`src/rtl/mips32_pkg.sv`:
```
// Shared MIPS32 constants: datapath width, register address width and
// the named architectural registers used by the pipeline and benches.
package mips32_pkg;
  localparam int DATA_W     = 32;
  localparam int REG_ADDR_W = 5;

  localparam int REG_ZERO = 0;
  localparam int REG_T0   = 8;
  localparam int REG_T1   = 9;
  localparam int REG_T2   = 10;
endpackage

```
`src/rtl/regfile_mp_sb_if.sv`:
```
// Register-file bus: NRD flat-packed read ports, one write port, the
// reservation port, busy count and the debug read port.
interface regfile_mp_sb_if #(
  parameter int DATA_W = 32,
  parameter int ADDR_W = 5,
  parameter int NRD    = 2
);
  logic [NRD*ADDR_W-1:0] rd_addr;
  logic [NRD*DATA_W-1:0] rd_data;
  logic [NRD-1:0]        rd_busy;
  logic                  wr_en;
  logic [ADDR_W-1:0]     wr_addr;
  logic [DATA_W-1:0]     wr_data;
  logic                  rsv_en;
  logic [ADDR_W-1:0]     rsv_addr;
  logic [ADDR_W:0]       busy_cnt;
  logic [ADDR_W-1:0]     dbg_addr;
  logic [DATA_W-1:0]     dbg_data;

  modport master (
    output rd_addr, wr_en, wr_addr, wr_data, rsv_en, rsv_addr, dbg_addr,
    input  rd_data, rd_busy, busy_cnt, dbg_data
  );
  modport slave (
    input  rd_addr, wr_en, wr_addr, wr_data, rsv_en, rsv_addr, dbg_addr,
    output rd_data, rd_busy, busy_cnt, dbg_data
  );
endinterface

```
`src/rtl/regfile_busy_tracker.sv`:
```
// Per-register busy scoreboard. A reservation sets the bit, a write-back
// releases it; a same-cycle reserve of the same register wins so the new
// owner keeps it. busy_cnt follows the vector incrementally.
module regfile_busy_tracker
  import mips32_pkg::*;
#(
  parameter int ADDR_W   = 5,
  parameter int ZERO_REG = 1
) (
  input  logic                   clk,
  input  logic                   rst,
  input  logic                   i_wr_en,
  input  logic [ADDR_W-1:0]      i_wr_addr,
  input  logic                   i_rsv_en,
  input  logic [ADDR_W-1:0]      i_rsv_addr,
  output logic [2**ADDR_W-1:0]   o_busy,
  output logic [2**ADDR_W-1:0]   o_rel,
  output logic [ADDR_W:0]        o_cnt
);
  localparam int DEPTH = 2**ADDR_W;

  logic             w_wr_ok, w_rsv_ok, w_set_new, w_clr;
  logic [DEPTH-1:0] w_set, w_rel;
  logic [DEPTH-1:0] r_busy;
  logic [ADDR_W:0]  r_cnt;

  // register 0 can never be reserved or released when it is hard-wired
  assign w_wr_ok  = i_wr_en  && !(ZERO_REG != 0 && i_wr_addr  == ADDR_W'(REG_ZERO));
  assign w_rsv_ok = i_rsv_en && !(ZERO_REG != 0 && i_rsv_addr == ADDR_W'(REG_ZERO));

  // one-hot set/release decode; reserve masks release on the same register
  always_comb begin
    w_set = '0;
    w_rel = '0;
    if (w_rsv_ok) w_set[i_rsv_addr] = 1'b1;
    if (w_wr_ok)  w_rel[i_wr_addr]  = 1'b1;
    w_rel = w_rel & ~w_set;
  end

  assign w_set_new = w_rsv_ok && !r_busy[i_rsv_addr];
  assign w_clr     = |(w_rel & r_busy);

  // busy vector and its population count
  always_ff @(posedge clk or negedge rst) begin
    if (!rst) begin
      r_busy <= '0;
      r_cnt  <= '0;
    end else begin
      r_busy <= (r_busy & ~w_rel) | w_set;
      r_cnt  <= r_cnt + (ADDR_W+1)'(w_set_new) - (ADDR_W+1)'(w_clr);
    end
  end

  assign o_busy = r_busy;
  assign o_rel  = w_rel;
  assign o_cnt  = r_cnt;
endmodule

```
`src/rtl/regfile_mp_sb.sv`:
```
// Multi-read, single-write register file with optional write bypass,
// optional hard-wired zero register, busy scoreboard and debug port.
module regfile_mp_sb
  import mips32_pkg::*;
#(
  parameter int DATA_W   = mips32_pkg::DATA_W,
  parameter int ADDR_W   = mips32_pkg::REG_ADDR_W,
  parameter int NRD      = 2,
  parameter int BYPASS   = 1,
  parameter int ZERO_REG = 1
) (
  input  logic            clk,
  input  logic            rst,
  regfile_mp_sb_if.slave  bus
);
  localparam int DEPTH = 2**ADDR_W;

  logic [DATA_W-1:0] r_mem [DEPTH];
  logic [DEPTH-1:0]  w_busy, w_rel;
  logic              w_wr_ok;

  assign w_wr_ok = bus.wr_en && !(ZERO_REG != 0 && bus.wr_addr == ADDR_W'(REG_ZERO));

  regfile_busy_tracker #(.ADDR_W(ADDR_W), .ZERO_REG(ZERO_REG)) u_busy (
    .clk        (clk),
    .rst        (rst),
    .i_wr_en    (bus.wr_en),
    .i_wr_addr  (bus.wr_addr),
    .i_rsv_en   (bus.rsv_en),
    .i_rsv_addr (bus.rsv_addr),
    .o_busy     (w_busy),
    .o_rel      (w_rel),
    .o_cnt      (bus.busy_cnt)
  );

  // storage array; register 0 stays 0 when hard-wired
  always_ff @(posedge clk or negedge rst) begin
    if (!rst) begin
      for (int k = 0; k < DEPTH; k++) r_mem[k] <= '0;
    end else if (w_wr_ok) begin
      r_mem[bus.wr_addr] <= bus.wr_data;
    end
  end

  // read ports: zero reg, then bypass, then array; all held at 0 in reset
  for (genvar g = 0; g < NRD; g++) begin : g_rd
    logic [ADDR_W-1:0] w_ra;
    logic              w_zero, w_byp;
    assign w_ra   = bus.rd_addr[g*ADDR_W +: ADDR_W];
    assign w_zero = (ZERO_REG != 0) && (w_ra == ADDR_W'(REG_ZERO));
    assign w_byp  = (BYPASS != 0) && bus.wr_en && (w_ra == bus.wr_addr);
    assign bus.rd_data[g*DATA_W +: DATA_W] = (!rst || w_zero) ? '0 :
                                             w_byp ? bus.wr_data : r_mem[w_ra];
    // a releasing write hides the hazard only when its data is bypassed
    assign bus.rd_busy[g] = w_busy[w_ra] && !((BYPASS != 0) && w_rel[w_ra]);
  end

  assign bus.dbg_data = r_mem[bus.dbg_addr];
endmodule

```
`src/flat_wrapper.sv`:
```
// flat-port wrapper written by rule: the top's interface ports become plain ports
module regfile_mp_sb_flat import mips32_pkg::*;
#(
  parameter int DATA_W   = mips32_pkg::DATA_W,
  parameter int ADDR_W   = mips32_pkg::REG_ADDR_W,
  parameter int NRD      = 2,
  parameter int BYPASS   = 1,
  parameter int ZERO_REG = 1
)
  (clk, rst, bus_rd_addr, bus_wr_en, bus_wr_addr, bus_wr_data, bus_rsv_en, bus_rsv_addr, bus_dbg_addr, bus_rd_data, bus_rd_busy, bus_busy_cnt, bus_dbg_data);
  regfile_mp_sb_if #(.DATA_W(DATA_W), .ADDR_W(ADDR_W), .NRD(NRD)) bus_i ();
  input  logic clk;
  input  logic rst;
  input wire logic [$bits(bus_i.rd_addr)-1:0] bus_rd_addr;
  input wire logic [$bits(bus_i.wr_en)-1:0] bus_wr_en;
  input wire logic [$bits(bus_i.wr_addr)-1:0] bus_wr_addr;
  input wire logic [$bits(bus_i.wr_data)-1:0] bus_wr_data;
  input wire logic [$bits(bus_i.rsv_en)-1:0] bus_rsv_en;
  input wire logic [$bits(bus_i.rsv_addr)-1:0] bus_rsv_addr;
  input wire logic [$bits(bus_i.dbg_addr)-1:0] bus_dbg_addr;
  output wire logic [$bits(bus_i.rd_data)-1:0] bus_rd_data;
  output wire logic [$bits(bus_i.rd_busy)-1:0] bus_rd_busy;
  output wire logic [$bits(bus_i.busy_cnt)-1:0] bus_busy_cnt;
  output wire logic [$bits(bus_i.dbg_data)-1:0] bus_dbg_data;
  assign bus_i.rd_addr = bus_rd_addr;
  assign bus_i.wr_en = bus_wr_en;
  assign bus_i.wr_addr = bus_wr_addr;
  assign bus_i.wr_data = bus_wr_data;
  assign bus_i.rsv_en = bus_rsv_en;
  assign bus_i.rsv_addr = bus_rsv_addr;
  assign bus_i.dbg_addr = bus_dbg_addr;
  assign bus_rd_data = bus_i.rd_data;
  assign bus_rd_busy = bus_i.rd_busy;
  assign bus_busy_cnt = bus_i.busy_cnt;
  assign bus_dbg_data = bus_i.dbg_data;
  regfile_mp_sb #(.DATA_W(DATA_W), .ADDR_W(ADDR_W), .NRD(NRD), .BYPASS(BYPASS), .ZERO_REG(ZERO_REG)) u_core (.clk(clk), .rst(rst), .bus(bus_i));
endmodule
```
`config.mk`:
```
export PLATFORM = sky130hd
export DESIGN_NAME = regfile_mp_sb_flat
export DESIGN_NICKNAME = d
export VERILOG_FILES = /design/src/rtl/mips32_pkg.sv /design/src/rtl/regfile_mp_sb_if.sv /design/src/rtl/regfile_busy_tracker.sv /design/src/rtl/regfile_mp_sb.sv /design/src/flat_wrapper.sv
export SDC_FILE = /design/constraint.sdc
export NUM_CORES = 2
export LEC_CHECK = 0
export CAP_MARGIN = 0
export CORE_MARGIN = 10
export CORE_UTILIZATION = 60
export DETAILED_ROUTE_END_ITERATION = 16
export GPL_ROUTABILITY_DRIVEN = 0
export GPL_TIMING_DRIVEN = 0
export PLACE_DENSITY = 0.8
export SETUP_SLACK_MARGIN = 0.02
export SYNTH_ARGS = -nofsm -noshare
export SYNTH_HDL_FRONTEND = slang
export SYNTH_SLANG_ARGS = --single-unit
```
`constraint.sdc`:
```
create_clock -name clk -period 3.3 [get_ports clk]
set_clock_uncertainty 0.2 [all_clocks]
set_input_delay 0.33 -clock clk [delete_from_list [all_inputs] [get_ports clk]]
set_output_delay 0.33 -clock clk [all_outputs]
set_load 0.005 [all_outputs]
```
==> summary.txt <==
Route
  – Initial DRC count: 9,351
  – Drt pass-1 iters: 16
  – Vias per cell: 8.16
  – Vias: 50,874
  – Drt wl/cell: 41.2 um
  – DRC: 0
  – WL final: 257 mm
  – Final ANT Viol Nets: 0

Clock network
  – Clock tree from TritonCTS: done
  – # clock sinks: 1,062
  – Clock Latency Late Sink: 750 ps
  – Bufs on Longest Clock Path: 3
  – Clock root buffer: clkbuf_16
  – CTS buffer count: 110
  – H-tree lvl count: 3
  – Clk pin slew, worst setup/hold paths: 70 ps

Die
  – Die height: 352 um
  – Width of the die: 352 um
  – Area of the core: 109,000 sq um
  – Initial Utilization: 60.6%
  – Row cnt: 121
  – Die Area: 124,000 sq um
  – Top Ports: 165

Placed design
  – Placed insts: 5,890
  – Port buffer count: 149
  – HPWL after detailed placement: 170 mm

Global route
  – Largest net degree at the start of global routing: 169
  – Grt ovf: 0
  – Number of global-route vias before repair: 51,341
  – Initial antenna violation count: 4
  – First-pass GRT wire length: 363 mm
  – Global-route usage over all layers: 40.5%

Synth
  – Post-synth EDFFs: 0
  – Post-Syn Area per Cell: 15.5 sq um
  – Mapped Cells: 4,257
  – Yosys reg bits: 1,062
  – Synth Flop Type: dfrtp_1
  – Area leader, netlist: dfrtp_1
  – Count of cell types in the netlist: 72
  – Post-Syn Area: 66,200 sq um
  – Net Count, Synth: 4,325
  – Register area share after synthesis: 40.2%
  – Post-synth top area share: 40.2%
  – Yosys warns: 0
  – Ys async rst share: 100%
  – Synth top area cells: dfrtp_1, mux4_2, mux2_2

Timing
  – Fin. max-slew vios: 110
  – Final setup TNS: -1280 ps
  – Count of final hold-check violations: 68
  – WHS: -87.9 ps
  – Period utilization: 104%
  – Relative slew margins: -8.49%
  – Worst Max-Slew Pin Slew: 1630 ps
  – Min Tclk post-route: 3420 ps
  – Final setup vio count: 36
  – RSZ-0062 raised after global routing: true
  – Max Fclk: 0.292 GHz
  – Final WS setup: -123 ps

Run status
  – Violated checks: negative hold slack, max-capacitance violations, max-slew violations, negative setup slack
  – Outcome: finished, violations left

Final layout
  – Share of layout cells above drive strength 1: 60.6%
  – Fillers: 6,707
  – Most common cell after layout, fill and taps aside: dfrtp_1
  – Synthesis-to-layout area growth: 16.2%
  – Final design utilization: 70.4%
  – Commonest non-fill, non-tap cells in the layout: dfrtp_1, mux4_2, mux2_2
  – Final non-filler cell total: 6,231
  – Fin nets: 4,725

Worst setup path
  – FF-to-FF path depth: 13
  – R2R setup slack: 120 ps
  – RR Endpoint: u_core.u_busy.o_cnt[4]
  – Crit path max fanout: 2
  – Crit path kind: reg2out
  – Critical path arrival: 2890 ps
  – Critical path endpoint category: primary output
  – Worst r2r src: u_core.u_busy.o_busy[21]
  – CP Launch Type: register
  – Required @ worst endpoint: 2770 ps

Power
  – Peak supply drop: 0.455 mV
  – Pwr dens: 581 nW/um^2
  – Lkg Pwr: 32.3 nW

Worst hold path
  – Hold Crit Class: in2async

Run
  – Max_cap viols: 11
[metrics by stage]
step,hold slack (ps),cell area (sq um),power [mW],setup slack (ps)
finish,-87.9,76900,44.7,-123
global route,1.64,76900,45.7,-93.2
CTS,7.67,76200,43.6,-162
detailed placement,59.2,69800,29.6,-1620
global placement,277,69600,29.1,-52440
floorplan,-166,66200,25.6,22.5
[cells in the mapped netlist (all sizes together) (14+ instances only)]
library cell	number
inv	18
dfrtp	1062
mux2i	37
nand3	43
a211oi	48
o21ai	69
nand2	220
nor2	96
buf	210
mux4	990
a21oi	14
clkbuf	308
mux2	995
[how the worst max path moves through the flow]
stage | startpoint | end | slack [ps] | cells after the start
2_1_floorplan | bus_rsv_addr[3] | u_core.u_busy.o_cnt[4] | 20 | 16
3_3_place_gp | rst | bus_rd_data[31] | -52440 | 4
3_5_place_dp | bus_wr_en | u_core.u_busy.o_cnt[5] | -1620 | 16
4_1_cts | bus_dbg_addr[0] | bus_dbg_data[20] | -160 | 7
5_1_grt | u_core.r_mem[590] | bus_rd_data[46] | -90 | 6
6_report | u_core.r_mem[545] | bus_dbg_data[1] | -120 | 5
[per-layer routing]
| metal | track usage [%] | vias up | routed length [um] |
|---|---|---|---|
| li1 | - | 17849 | - |
| met1 | 47.3 | 25879 | 80000 |
| met2 | 55.3 | 5531 | 107000 |
| met3 | 23.8 | 1587 | 47000 |
| met4 | 27.4 | 28 | 22100 |
| met5 | 4.78 | - | 933 |
[power by group]
part	switching [mW]	internal, mW
Combinational	5.13	7.54
Clock	5.86	7.92
Sequential	2.70	15.5
Total	13.7	31.0
[logic make-up (layout without fill, tap and decap cells)]
logic type | count (synthesis) | count (layout) | synth area share [%]
compound gates | 196 | 196 | 2.04
xor+xnor | 12 | 12 | 0.159
fa+ha+maj | 7 | 7 | 0.144
buf+inv | 536 | 1032 | 3.47
flops | 1062 | 1062 | 40.2
mux | 2022 | 2022 | 51.2
other cells | 0 | 1 | 0
simple gates | 422 | 423 | 2.85
[registers in the layout (all words and copies together), names as in the netlist]
signal                flops
u_core.r_mem           1024
u_core.u_busy.o_busy     32
u_core.u_busy.o_cnt       6
[worst max-delay path, cell delays in order (launching register included)]
cell	delay (ps)
dfrtp_1	430
buf_4	170
mux4_2	520
mux4_2	560
mux2_4	330
buf_6	120
[final cells by class]
| class | count | area [sq um] | share of cell area [%] |
|---|---|---|---|
| Clock inverter | 59 | 769 | 1.00 |
| Buffer | 516 | 3330 | 4.33 |
| Inverter | 18 | 67.6 | 0.0879 |
| Timing Repair Buffer | 289 | 2750 | 3.58 |
| Sequential cell | 1062 | 26600 | 34.6 |
| Clock buffer | 150 | 3170 | 4.12 |
| Multi-Input combinational cell | 2660 | 38400 | 49.9 |
| Antenna cell | 1 | 2.50 | 0.00326 |
| Tap cell | 1476 | 1850 | 2.40 |
[what timing repair did]
action	4_1_cts	5_1_grt
gates resized for setup	802	216
setup buffers	78	37
gates cloned	4	0
pin swaps	33	25
endpoints found under the setup margin	154	97
hold buffers	15	0
endpoints found under the hold margin	327	0
Power figures use the tool's default switching activity.
